File: src/rtl/me_search_scheduler.sv
// rtl/me_search_scheduler.sv - frame-level motion-estimation block scheduler with min-SAD tracking
module me_search_scheduler #(
  parameter int NUM_BLOCKS = 16,
  parameter int SAD_W      = 16,
  parameter int MV_W       = 7,
  parameter int START_TO   = 16,
  parameter int ACC_TO     = 8192,
  localparam int BLK_W     = (NUM_BLOCKS > 1) ? $clog2(NUM_BLOCKS) : 1
) (
  input  logic             clk,
  input  logic             reset,
  input  logic             frame_start,
  input  logic [1:0]       r_in,
  output logic             go,
  output logic [1:0]       r,
  input  logic             start,
  input  logic             sad_valid,
  input  logic [SAD_W-1:0] sad,
  input  logic [MV_W-1:0]  sad_x,
  input  logic [MV_W-1:0]  sad_y,
  input  logic             pe_done,
  output logic             res_valid,
  input  logic             res_ready,
  output logic [BLK_W-1:0] res_blk,
  output logic [MV_W-1:0]  res_mv_x,
  output logic [MV_W-1:0]  res_mv_y,
  output logic [SAD_W-1:0] res_sad,
  output logic             res_err,
  output logic             busy,
  output logic             frame_done
);

  // Counter covers the longer of the two timeout windows.
  localparam int TO_MAX = (ACC_TO > START_TO) ? ACC_TO : START_TO;
  localparam int CNT_W  = $clog2(TO_MAX + 1);
  // Extended width so the signed range compare never overflows.
  localparam int EXT_W  = MV_W + 8;

  typedef enum logic [2:0] {
    IDLE, ISSUE, WAIT_START, ACCUM, REPORT, FRAME_DONE
  } state_t;

  state_t                   state, state_n;
  logic [BLK_W-1:0]         blk_idx;
  logic [SAD_W-1:0]         best_sad;
  logic [MV_W-1:0]          best_x, best_y;
  logic                     found, err;
  logic [CNT_W-1:0]         tcnt;

  logic                     start_to_hit, acc_to_hit, last_blk;
  logic signed [EXT_W-1:0]  x_ext, y_ext, lim_hi, lim_lo;
  logic                     legal, cand_better;

  assign start_to_hit = (tcnt == CNT_W'(START_TO - 1));
  assign acc_to_hit   = (tcnt == CNT_W'(ACC_TO - 1));
  assign last_blk     = (blk_idx == BLK_W'(NUM_BLOCKS - 1));

  assign x_ext = {{8{sad_x[MV_W-1]}}, sad_x};
  assign y_ext = {{8{sad_y[MV_W-1]}}, sad_y};

  // Search-window limits: legal displacements lie in [-(L-1), L].
  always_comb begin
    lim_hi = EXT_W'(8);
    case (r)
      2'd0: lim_hi = EXT_W'(8);
      2'd1: lim_hi = EXT_W'(16);
      2'd2: lim_hi = EXT_W'(32);
      2'd3: lim_hi = EXT_W'(48);
      default: lim_hi = EXT_W'(8);
    endcase
    lim_lo = -(lim_hi - EXT_W'(1));
  end

  assign legal = (x_ext >= lim_lo) && (x_ext <= lim_hi) &&
                 (y_ext >= lim_lo) && (y_ext <= lim_hi);
  // Strict less-than so ties keep the earlier candidate.
  assign cand_better = sad_valid && legal && (sad < best_sad);

  // State register.
  always_ff @(posedge clk) begin
    if (reset) state <= IDLE;
    else       state <= state_n;
  end

  // Next-state and state-decoded control outputs.
  always_comb begin
    state_n    = state;
    go         = 1'b0;
    busy       = 1'b1;
    res_valid  = 1'b0;
    frame_done = 1'b0;
    case (state)
      IDLE: begin
        busy = 1'b0;
        if (frame_start) state_n = ISSUE;
      end
      ISSUE: begin
        go      = 1'b1;
        state_n = WAIT_START;
      end
      WAIT_START: begin
        if (start)             state_n = ACCUM;
        else if (start_to_hit) state_n = REPORT;
      end
      ACCUM: begin
        if (pe_done || acc_to_hit) state_n = REPORT;
      end
      REPORT: begin
        res_valid = 1'b1;
        if (res_ready) state_n = last_blk ? FRAME_DONE : ISSUE;
      end
      FRAME_DONE: begin
        frame_done = 1'b1;
        state_n    = IDLE;
      end
      default: state_n = IDLE;
    endcase
  end

  // Datapath: range latch, block index, best-candidate tracking and timeouts.
  always_ff @(posedge clk) begin
    if (reset) begin
      r        <= '0;
      blk_idx  <= '0;
      best_sad <= '0;
      best_x   <= '0;
      best_y   <= '0;
      found    <= 1'b0;
      err      <= 1'b0;
      tcnt     <= '0;
    end else begin
      case (state)
        IDLE: begin
          if (frame_start) begin
            r       <= r_in;
            blk_idx <= '0;
          end
        end
        ISSUE: begin
          best_sad <= '1;
          best_x   <= '0;
          best_y   <= '0;
          found    <= 1'b0;
          err      <= 1'b0;
          tcnt     <= '0;
        end
        WAIT_START: begin
          if (start)             tcnt <= '0;
          else if (start_to_hit) err  <= 1'b1;
          else                   tcnt <= tcnt + 1'b1;
        end
        ACCUM: begin
          if (cand_better) begin
            best_sad <= sad;
            best_x   <= sad_x;
            best_y   <= sad_y;
            found    <= 1'b1;
          end
          if (!pe_done) begin
            if (acc_to_hit) err  <= 1'b1;
            else            tcnt <= tcnt + 1'b1;
          end
        end
        REPORT: begin
          if (res_ready && !last_blk) blk_idx <= blk_idx + 1'b1;
        end
        default: ;
      endcase
    end
  end

  assign res_blk  = blk_idx;
  assign res_mv_x = best_x;
  assign res_mv_y = best_y;
  assign res_sad  = best_sad;
  assign res_err  = (state == REPORT) && (err || !found);

endmodule

File: config.mk
export PLATFORM = sky130hd
export DESIGN_NAME = me_search_scheduler
export DESIGN_NICKNAME = d
export VERILOG_FILES = /design/src/rtl/me_search_scheduler.sv
export SDC_FILE = /design/constraint.sdc
export NUM_CORES = 1
export LEC_CHECK = 0
export BUFFER_PORTS_ARGS = -buffer_cell sky130_fd_sc_hd__buf_4
export CELL_PAD_IN_SITES_DETAIL_PLACEMENT = 1
export CELL_PAD_IN_SITES_GLOBAL_PLACEMENT = 1
export CORE_MARGIN = 1.5
export CORE_UTILIZATION = 40
export DETAILED_ROUTE_END_ITERATION = 10
export GPL_ROUTABILITY_DRIVEN = 0
export PLACE_DENSITY_LB_ADDON = 0.1
export SYNTH_ARGS = -nofsm -noshare
export SYNTH_HDL_FRONTEND = slang
export SYNTH_SLANG_ARGS = --single-unit
File: constraint.sdc
create_clock -name clk -period 5.4 [get_ports clk]
set_clock_uncertainty 0.1 [all_clocks]
set_input_delay 0.81 -clock clk [delete_from_list [all_inputs] [get_ports clk]]
set_output_delay 0.81 -clock clk [all_outputs]
set_load 0.1 [all_outputs]
# Word level (Yosys, flattened, before mapping)
# Cells that the tools add are included.
classes:
  n_addsub: 4
  magnitude_cmp: 5
  eq_ne: 23
  n_mux: 33
  n_reduce_logical: 22
ops:
  columns: ["op", "n"]
  rows:
  - ["$pmux 15 s4", 1]
  - ["$mux 14", 4]
  - ["$pmux 14 s3", 1]
  - ["$pmux 16 s2", 1]
  - ["$ge 7x15->1", 2]
  - ["$le 7x15->1", 2]
  - ["$pmux 7 s2", 2]
  - ["$ne 2x2->1 const B", 10]
  - ["$mux 3", 6]
  - ["$lt 16x16->1", 1]
  - ["$mux 16", 1]
  - ["$neg 15->15", 1]
  - ["$pmux 3 s5", 1]
  - ["$sub 15x2->15 const B", 1]
  - ["$add 14x1->14 const B", 1]
  - ["$eq 14x13->1 const B", 1]
  - ["$eq 14x4->1 const B", 1]
  - ["$mux 7", 2]
  - ["$mux 1", 9]
  - ["$mux 4", 2]
  - ["$pmux 4 s2", 1]
  - ["$reduce_and 4->1", 2]
  - ["$logic_and 1x1->1", 7]
  - ["$eq 3x2->1 const B", 2]
  - ["other kinds (18)", 25]
totals:
  register_bits: 55
  out_inout_bits: 41
  elab_cells: 96

# Depth between registers and ports, before layout
depth:
  depth_word: 12
  mapped_depth: 11

# Worst setup path before layout
# Ideal clock, no wire load.
synth_path:
  path_type: "reg2reg"
  startpoint: "reg r[1]"
  endpoint: "reg best_sad[12], in the netlist res_sad[12]"
  arrival_time_ns: 2.921
  required_ns: 5.167
  setup_slack_ns: 2.246
  stages_incl_launch_ff: 12
  n_path_buf: 1
  path_cell_list: "dfxtp_1 inv_1 nand2_1 inv_1 ha_1 nand3_1 o21ai_1 a2111oi_2 or4_1 buf_2 nor3_1 a211oi_2"
synth_between:
  elab_chain_len: 12
synth_rtl:
  columns: ["element", "line", "source"]
  rows:
  - ["from (decl)", "15", "output logic [1:0] r,"]
  - ["from (signal assigned)", "135", "r <= r_in;"]
  - ["$eq 2x2->1, or another cell as far along", "64", "case (r)"]
  - ["$pmux 15 s4 (*)", "64", null]
  - ["$sub 15x2->15", "71", "lim_lo = -(lim_hi - EXT_W'(1));"]
  - ["$neg 15->15", "71", null]
  - ["$ge 7x15->1", "74", "assign legal = (x_ext >= lim_lo) && (x_ext <= lim_hi) &&"]
  - ["$logic_and 1x1->1 (2 in a row)", "74", null]
  - ["$logic_and 1x1->1 (*)", "75", "(y_ext >= lim_lo) && (y_ext <= lim_hi);"]
  - ["$logic_and 1x1->1 (*) (2 in a row)", "77", "assign cand_better = sad_valid && legal && (sad < best_sad);"]
  - ["$ne 2x2->1 (no line) (*)", null, null]
  - ["$reduce_and 2->1 (no line) (*)", null, null]
  - ["to (signal assigned)", "125", "best_sad <= '0;"]
  - ["to (signal assigned)", "140", "best_sad <= '1;"]
  - ["to (signal assigned)", "154", "best_sad <= sad;"]
  - ["to (decl)", "45", "logic [SAD_W-1:0] best_sad;"]
# Mark *: on every way between the ends. The rest lies on a longest branch, timed or not. The select of a mux whose other input is x is not followed.
# A chain may end at the register's enable or synchronous reset.

# Worst setup path after layout
layout_path:
  startpoint: "in sad[15]"
  endpoint: "reg best_sad[14], in the netlist res_sad[14]"
layout_between:
  elab_chain_len: 4
layout_rtl:
  columns: ["element", "line", "source"]
  rows:
  - ["from (decl)", "18", "input logic [SAD_W-1:0] sad,"]
  - ["$lt 16x16->1", "77", null]
  - ["$logic_and 1x1->1", "77", null]
  - ["$ne 2x2->1 (no line)", null, null]
  - ["$reduce_and 2->1 (no line)", null, null]
# Every way passes these cells.

==> metrics.md <==
| Metric | Value |
|---|---|
| I/O pin count | `80` |
| Final Cycle Share | `0.579` |
| Pin count of the biggest net entering global routing | `45` |
| Worst slack, placed | `1.93 ns` |
| Hold crit path type | `flop to flop` |
| Avg WL per Cell | `16.2 µm` |
| Synth area leaders | `dfxtp_1 32%, ha_1 11%, nor2_1 4.9%` |
| Worst path bufs/invs | `3` |
| Type of the worst setup path | `primary input to flop` |
| Max cap viols | `0` |
| Core Region | `8220 µm²` |
| Synthesized flop and latch total | `55` |
| Starting Density | `0.413` |
| Share of cells above drive strength 1 | `0.223` |
| Dpl hpwl | `7.00 mm` |
| DIE AREA | `9050 µm²` |
| Post-layout util | `0.502` |
| Yosys cell types | `57` |
| H-tree Lvls | `2` |
| Tmin final | `3.13 ns` |
| Final Power | `2.05 mW` |
| Max_slew headroom | `0.241` |
| Worst setup margin | `2.27 ns` |
| Reg2reg setup slack | `2.33 ns` |
| CTS Hold Bufs | `0` |
| DIE HEIGHT | `95.1 µm` |
| Hold path start | `found` |
| Outcome | `complete, no violations` |
| Hold Crit Depth | `2` |
| CP Cell Sequence | `buf_4 -> ha_1 -> nand4_1 -> nor3_1 -> inv_1 -> o211ai_1 -> buf_4 -> nor3_1 -> a211oi_1` |
| Worst skew pair latency | `0.31 ns` |
| Synth top area share | `0.324` |
| Worst-path clk slew | `0.11 ns` |
| Startpoint Class | `primary input` |
| Setup tns final | `0 ns` |
| Number of global-route vias before repair | `3233` |
| Final slew viol count | `0` |
| Reg-to-reg endpoint | `res_mv_y[0]` |
| Setup bufs post-CTS | `0` |
| PortBufs | `79` |
| CTS tree | `built` |
| Tightest Pin Transition | `1.13 ns` |
| FF-to-FF Start | `r[1]` |
| Crit path max fanout | `16` |
| Initial antenna violation count | `0` |
| Final-report hold violation count | `0` |
| Number of synthesized flops with an enable pin | `0` |
| Vias | `3234` |
| Slowest CP cell | `o211ai_1` |
| Congestion Overflow GR | `0` |
| Top_reg_cell synth | `dfxtp_1` |
| Clk sinks | `55` |
| Yosys Warn Count | `0` |
| GRT Overall Usage | `0.214` |
| Largest area contributor in the netlist | `dfxtp_1` |
| GR Util met1 | `0.289` |
| CTS root buf | `clkbuf_8` |
| Drt drc | `0` |
| Asr flop ratio synth | `0` |
| Met2 usage in global routing | `0.361` |
| Post-CTS Resized | `0` |
| Post-DR vias/cell | `5.54` |
| Cell count after synthesis | `411` |
| Placement Rows | `33` |
| Most Crowded Layer GR | `met2` |
| CP max stage delay | `0.90 ns` |
| Buffer depth of the longest clock path | `2` |
| Global-route track usage on met3 | `0.0295` |
| DRT Pass-1 Iters | `4` |
| Syn_area_per_cell | `8.26 µm²` |
| Crit-path leading delay family | `compound AO/OA/AOI/OAI gates` |
| CTS Buf Count | `5` |
| Worst EP required | `5.53 ns` |
| Max IR drop VDD | `0.000387 V` |
| LEAKAGE | `1.64 nW` |
| Register area share after synthesis | `0.324` |
| Final setup fails | `0` |
| Placed inst area | `4030 µm²` |
| Die extent in x | `95.1 µm` |
| Antenna fix cells | `0` |
| Cell Area, Synth | `3400 µm²` |
| Design area | `4120 µm²` |
| R2r worst-path depth | `9` |
| First-pass GRT wire length | `15.4 mm` |
| Critical Path AT | `3.26 ns` |
| Final wirelength | `9.44 mm` |
| Hold Path Sink | `found` |
| NumNets Final | `548` |
| Antenna viol nets, final | `0` |
| Drt first-iter violations | `74` |
| RSZ-0062 raised after global routing | `no` |
| Crit end category | `flop` |
| Pwr per Cell Area | `498 nW/µm²` |
| Area Growth Syn to Fin | `21.4%` |
| FMAX | `320 MHz` |
## state kept, by name, summed over array words and instances, names as in the netlist
name,flops
state,3
res_mv_x,7
tcnt,14
err,1
r,2
res_mv_y,7
res_sad,16
res_blk,4
found,1
## layout by cell type, fill, tap and decap left out, types with 16 or more instances in the layout
cell and n:
a21oi_1 22, inv_1 28, nor2_1 44, nand3_1 20, buf_4 82, a211oi_1 18, dfxtp_1 55, nor2b_1 21
nand2_1 16, ha_1 31, nor3_1 30, o21ai_0 20
## per-layer routing
metal  vias up  share of wire
li1       1602              -
met4         0         0.0067
met1      1561           0.48
met2        65           0.47
met5         -              0
met3         6          0.040
## cell usage after synthesis, drive strengths merged, types with 10 or more instances
cell and instances:
buf 10, ha 31, nor3 30, a21oi 23, nor2 44, nand3 20, nand2 17, a211oi 19
dfxtp 55, o21ai 24, clkbuf 13, inv 28, nor2b 21
## worst register-to-register path, delay by kind of cell, from the launching register on
family,cells,cell delay (ns)
AOI/OAI and AO/OA,4,0.89
adders and majority gates,1,0.30
DFF,1,0.37
buffers and inverters,1,0.12
and+or+nand+nor,3,1.21
## stage by stage
step	instances	hold slack [ns]
floorplan	412	0.350
global placement	576	0.362
CTS	584	0.420
finish	584	0.417
detailed placement	576	0.396
global route	584	0.446
## layout make-up
| cell class | instances | area (µm²) |
|---|---|---|
| Tap cell | 105 | 131 |
| Multi-Input combinational cell | 306 | 2080 |
| Inverter | 28 | 105 |
| Fill cell | 1010 | 4090 |
| Timing Repair Buffer | 82 | 616 |
| Clock buffer | 5 | 68.8 |
| Sequential cell | 55 | 1100 |
| Clock inverter | 3 | 23.8 |
## worst max-delay path by stage
stage / from / endpoint / slack [ns] / depth (start not counted)
floorplan: r[1] / res_sad[12] / 2.25 / 11
global placement: sad[2] / res_sad[2] / 2.00 / 8
detailed placement: sad[15] / res_sad[14] / 1.93 / 9
CTS: sad[15] / res_sad[14] / 2.28 / 9
global route: sad[15] / res_sad[0] / 1.97 / 9
finish: sad[15] / res_sad[14] / 2.27 / 9
## cell families (layout without fill, tap and decap cells)
kind of cell,Yosys count,in the layout,synth area share
XOR/XNOR,12,12,0.0310
adder cells (fa/ha/maj),31,31,0.114
AND/OR/NAND/NOR,169,169,0.269
buffers and inverters,51,118,0.0663
flip-flops,55,55,0.324
multiplexers,4,4,0.0118
AO/OA/AOI/OAI,88,88,0.182
other,1,2,0.00110
## power by group
part	total (mW)	internal [mW]	switching, mW	leakage [nW]
clock network	0.243	0.0933	0.150	0.0408
logic	1.25	0.321	0.928	1.15
registers	0.563	0.479	0.0835	0.447
Note: power is estimated with default switching activity, not from simulation.
